**src/rtl/road_collision_detector.sv**
```systemverilog
// ---------------------------------------------------------------------------
// road_collision_detector
//
// Purpose:
//   Sits after the road-object drawing mux and checks, pixel by pixel,
//   whether the player car overlaps any classified object (enemy car,
//   truck, road border, oil slick, fuel symbol). Overlaps are accumulated
//   into sticky per-frame flags and reported once per kind at the next
//   frame boundary. A reported crash starts a frame-counted immunity
//   window, and a saturating crash counter is kept for game control.
//
// Ports:
//   clk           in   pixel/system clock
//   resetN        in   asynchronous active-low reset
//   startOfFrame  in   one-cycle pulse marking each frame start
//   player_DR     in   player car drawing request
//   car_DR        in   enemy car pixel
//   truck_DR      in   truck pixel
//   border_DR     in   road edge / off-road pixel
//   oil_DR        in   oil slick pixel
//   fuel_DR       in   fuel symbol pixel
//   crash_pulse   out  one-cycle crash report
//   crash_type    out  0 none, 1 car, 2 truck, 3 border (held between pulses)
//   oil_pulse     out  one-cycle oil slip report
//   fuel_pulse    out  one-cycle fuel pickup report
//   immune        out  high while the immunity window is active
//   crash_count   out  saturating count of reported crashes
// ---------------------------------------------------------------------------
module road_collision_detector #(
  parameter int unsigned COOLDOWN_FRAMES = 60
) (
  input  logic       clk,
  input  logic       resetN,
  input  logic       startOfFrame,
  input  logic       player_DR,
  input  logic       car_DR,
  input  logic       truck_DR,
  input  logic       border_DR,
  input  logic       oil_DR,
  input  logic       fuel_DR,
  output logic       crash_pulse,
  output logic [1:0] crash_type,
  output logic       oil_pulse,
  output logic       fuel_pulse,
  output logic       immune,
  output logic [7:0] crash_count
);

  typedef enum logic {
    IDLE,
    COOLDOWN
  } state_t;

  localparam logic [7:0] COOLDOWN_LOAD = 8'(COOLDOWN_FRAMES);

  localparam logic [1:0] TYPE_CAR    = 2'd1;
  localparam logic [1:0] TYPE_TRUCK  = 2'd2;
  localparam logic [1:0] TYPE_BORDER = 2'd3;

  state_t     state;
  logic [7:0] cool_cnt;

  logic f_car, f_truck, f_border, f_oil, f_fuel;
  logic hit_car, hit_truck, hit_border, hit_oil, hit_fuel;
  logic frame_crash;

  assign hit_car    = player_DR & car_DR;
  assign hit_truck  = player_DR & truck_DR;
  assign hit_border = player_DR & border_DR;
  assign hit_oil    = player_DR & oil_DR;
  assign hit_fuel   = player_DR & fuel_DR;

  assign frame_crash = f_truck | f_car | f_border;

  // state is itself a flop, so immune is a registered output
  assign immune = (state == COOLDOWN);

  always_ff @(posedge clk or negedge resetN) begin
    if (!resetN) begin
      state       <= IDLE;
      cool_cnt    <= 8'd0;
      f_car       <= 1'b0;
      f_truck     <= 1'b0;
      f_border    <= 1'b0;
      f_oil       <= 1'b0;
      f_fuel      <= 1'b0;
      crash_pulse <= 1'b0;
      crash_type  <= 2'd0;
      oil_pulse   <= 1'b0;
      fuel_pulse  <= 1'b0;
      crash_count <= 8'd0;
    end else begin
      crash_pulse <= 1'b0;
      oil_pulse   <= 1'b0;
      fuel_pulse  <= 1'b0;

      if (startOfFrame) begin
        // Hits seen on the boundary cycle belong to the new frame, so the
        // flags restart from this cycle's hits instead of from zero.
        f_car    <= hit_car;
        f_truck  <= hit_truck;
        f_border <= hit_border;
        f_oil    <= hit_oil;
        f_fuel   <= hit_fuel;

        fuel_pulse <= f_fuel;

        case (state)
          IDLE: begin
            if (frame_crash) begin
              crash_pulse <= 1'b1;
              if (f_truck)
                crash_type <= TYPE_TRUCK;
              else if (f_car)
                crash_type <= TYPE_CAR;
              else
                crash_type <= TYPE_BORDER;
              if (crash_count != 8'hFF)
                crash_count <= crash_count + 8'd1;
              cool_cnt <= COOLDOWN_LOAD;
              state    <= COOLDOWN;
            end else if (f_oil) begin
              oil_pulse <= 1'b1;
            end
          end
          COOLDOWN: begin
            // crash and oil flags of this frame are simply dropped
            cool_cnt <= cool_cnt - 8'd1;
            if (cool_cnt == 8'd1)
              state <= IDLE;
          end
          default: state <= IDLE;
        endcase
      end else begin
        f_car    <= f_car    | hit_car;
        f_truck  <= f_truck  | hit_truck;
        f_border <= f_border | hit_border;
        f_oil    <= f_oil    | hit_oil;
        f_fuel   <= f_fuel   | hit_fuel;
      end
    end
  end

endmodule

```
**config.mk**
```make
export PLATFORM = sky130hd
export DESIGN_NAME = road_collision_detector
export DESIGN_NICKNAME = d
export VERILOG_FILES = /design/src/rtl/road_collision_detector.sv
export SDC_FILE = /design/constraint.sdc
export NUM_CORES = 1
export LEC_CHECK = 0
export ABC_AREA = 1
export BUFFER_PORTS_ARGS = -buffer_cell sky130_fd_sc_hd__buf_2
export CORE_ASPECT_RATIO = 0.7
export CORE_UTILIZATION = 57
export CTS_BUF_LIST = sky130_fd_sc_hd__clkbuf_4
export DETAILED_ROUTE_END_ITERATION = 12
export MAX_ROUTING_LAYER = met4
export PLACE_DENSITY = 0.81
export SYNTH_ARGS = -nofsm -noshare
export SYNTH_HDL_FRONTEND = slang
export SYNTH_SLANG_ARGS = --single-unit
```
**constraint.sdc**
```tcl
create_clock -name clk -period 2 [get_ports clk]
set_clock_uncertainty 0.15 [all_clocks]
set_input_delay 0.1 -clock clk [delete_from_list [all_inputs] [get_ports clk]]
set_output_delay 0.1 -clock clk [all_outputs]
set_load 0.02 [all_outputs]
```
==> reports/qor.txt <==
outcome = complete, no violations
Synthesized Nets = 186
hold crit path type = in2async
critical path capture point type = register
PortBufs = 22
Crit path largest cell delay = 570 ps
initial antenna violation count = 0
fin crit period = 1950 ps
fin util = 76.3%
TritonRoute pass-1 iters = 5
average cell area after synthesis = 8.05 µm²
post-CTS setup buffers = 0
reg2reg start = crash_count[0]
pre-CTS setup slack = 318 ps
Sink Count = 27
# IOs = 23
CP Launch Point = car_DR
FF+latch count, synth = 27
pin count of the biggest net entering global routing = 28
Crit-path slowest cell = dlygate4sd3_1
FMAX = 514 MHz
Hold Fails Final Rpt = 0
First DRT Iteration DRCs = 88
Final nets = 225
power per cell area = 1240 nW/µm²
post-route antenna net violation count = 0
Via Count = 1227
Critical Path AT = 2030 ps
setup TNS = 0 ps
RSZ-0062 raised after global routing = false
hold slack = 132 ps
n_diodes = 0
Starting Density = 62.9%
maximum VDD drop = 596 µV
CTS tree = done
cell count after synthesis = 174
kind of critical path = in2reg
post-synthesis sequential area ratio = 48.3%
Post-CTS Resized = 0
cell chain of the critical path = dlygate4sd3_1 -> buf_2 -> nand2_1 -> dlygate4sd3_1 -> o21ai_0 -> dlygate4sd3_1
WL final = 2830 µm
final slew viol count = 0
Crit Path Max Fanout = 1
Die ar. = 2660 µm²
most frequent cells in the layout = nand2_1 (61), dfrtp_1 (27), inv_1 (23)
detailed-route wire length per cell = 11.6 µm
Core Region = 2220 µm²
total grt overflow = 0
GP Congestion = 0.897
die width = 61.2 µm
first-pass GRT wire length = 4880 µm
final setup fails = 0
number of library cell types mapped by synthesis = 24
Worst slew margin = 61.1%
Die Y = 43.5 µm
top-area cell type share of the netlist area = 48.3%
Bufs on Longest Clock Path = 2
Layout area overhead = 21.3%
crit start category = input pin
P_leak = 0.000909 µW
clock-pin slew on the worst setup and hold paths = 150 ps
RR Endpoint = crash_count[2]
Slew @ Worst Pin = 584 ps
Final HPWL DP = 2010 µm
layout cells sized above 1 = 17.0%
Crit path max-delay family = buffers and inverters
FP Rows = 14
DRC Markers = 0
cell mode on critical path = dlygate4sd3_1
max-cap violations = 0
Mapped Area = 1400 µm²
vias in the first global route = 1095
Via density = 5.03
leading cell type in the layout, fill and taps excluded = nand2_1
Reg2Reg Setup Slack = 300 ps
overall global routing resource usage = 25.9%
Crit path required time = 2080 ps
latest clock arrival within the worst-skew pair = 330 ps
root buf cell = clkbuf_4
Worst R2R Path Depth = 7
top cells by area, synth = dfrtp_1 (48%), nand2_1 (16%), nand3_1 (6.4%), inv_1 (6.2%), o21ai_0 (2.9%)
Post-Place Cells = 226
Syn. warnings = 0
Inserted Clock Buffers = 3
H-Tree Depth = 1
CP Buf/Inv Count = 4
fin crit share = 97.3%
filler-free cell count of the finished design = 244
biggest area consumer among synthesized cells = dfrtp_1
worst setup margin = 53.6 ps
[worst max path at each step]
| stage | slack [ps] | cells past startpoint | end |
|---|---|---|---|
| 2_1_floorplan | 300 | 7 | crash_count[5] |
| 3_3_place_gp | 380 | 7 | crash_count[3] |
| 3_5_place_dp | 320 | 7 | crash_count[2] |
| 4_1_cts | 130 | 6 | f_car |
| 5_1_grt | 30 | 6 | f_car |
| 6_report | 50 | 6 | f_car |
[kinds of logic after synthesis]
family                     Yosys count  synth area share, %
and+or+nand+nor                     99                 32.4
DFF                                 27                 48.3
buffers and inverters               28                 8.85
adders and majority gates            3                 2.68
xor gates and xnor gates             3                 1.88
AOI/OAI and AO/OA                   14                 5.90
[cell type report]
type                            instances  area [µm²]
Tap cell                               32        40.0
Sequential cell                        27         676
Multi-Input combinational cell        119         601
Clock buffer                            3        22.5
Inverter                               25        93.8
Timing Repair Buffer                   37         258
Fill cell                             174         527
Clock inverter                          1        7.51
[routing by layer]
layer	share of wire (%)	vias to the layer above	GRT usage (%)
met5	0	-	-
met2	45	33	40.9
met1	50	563	35.1
li1	-	629	-
met4	0.46	0	4.09
met3	4.2	2	5.37
[state kept, by name, indices dropped and copies added (netlist names)]
signal and cells:
f_truck 1, fuel_pulse 1, f_fuel 1, crash_type 2
immune 1, f_border 1, f_car 1, f_oil 1
cool_cnt 8, oil_pulse 1, crash_pulse 1, crash_count 8
[synth_stat cells (all sizes together)]
cell	number
nand2	62
dfrtp	27
inv	24
nand3	19
o21ai	12
nor2	10
nand4	5
buf	3
ha	3
xor2	3
a22o	1
clkinv	1
nand3b	1
nor3	1
nor4	1
o22ai	1
[report_power, final]
group / leakage (µW) / switching, µW / total, µW / internal (µW)
logic: 0.000559 / 607 / 946 / 338
clock network: 0.0000139 / 171 / 247 / 76.6
registers: 0.000337 / 178 / 908 / 731
[stage by stage]
step	total power, µW	instance area (µm²)
global placement	1790	1530
floorplan	1570	1400
detailed placement	1830	1530
CTS	2100	1700
global route	2280	1700
finish	2100	1700
[repair_timing]
item | CTS | global route
setup endpoints to repair | 0 | 0
hold buffers | 14 | 0
endpoints found under the hold margin | 36 | 0
Note: power is estimated with default switching activity, not from simulation.
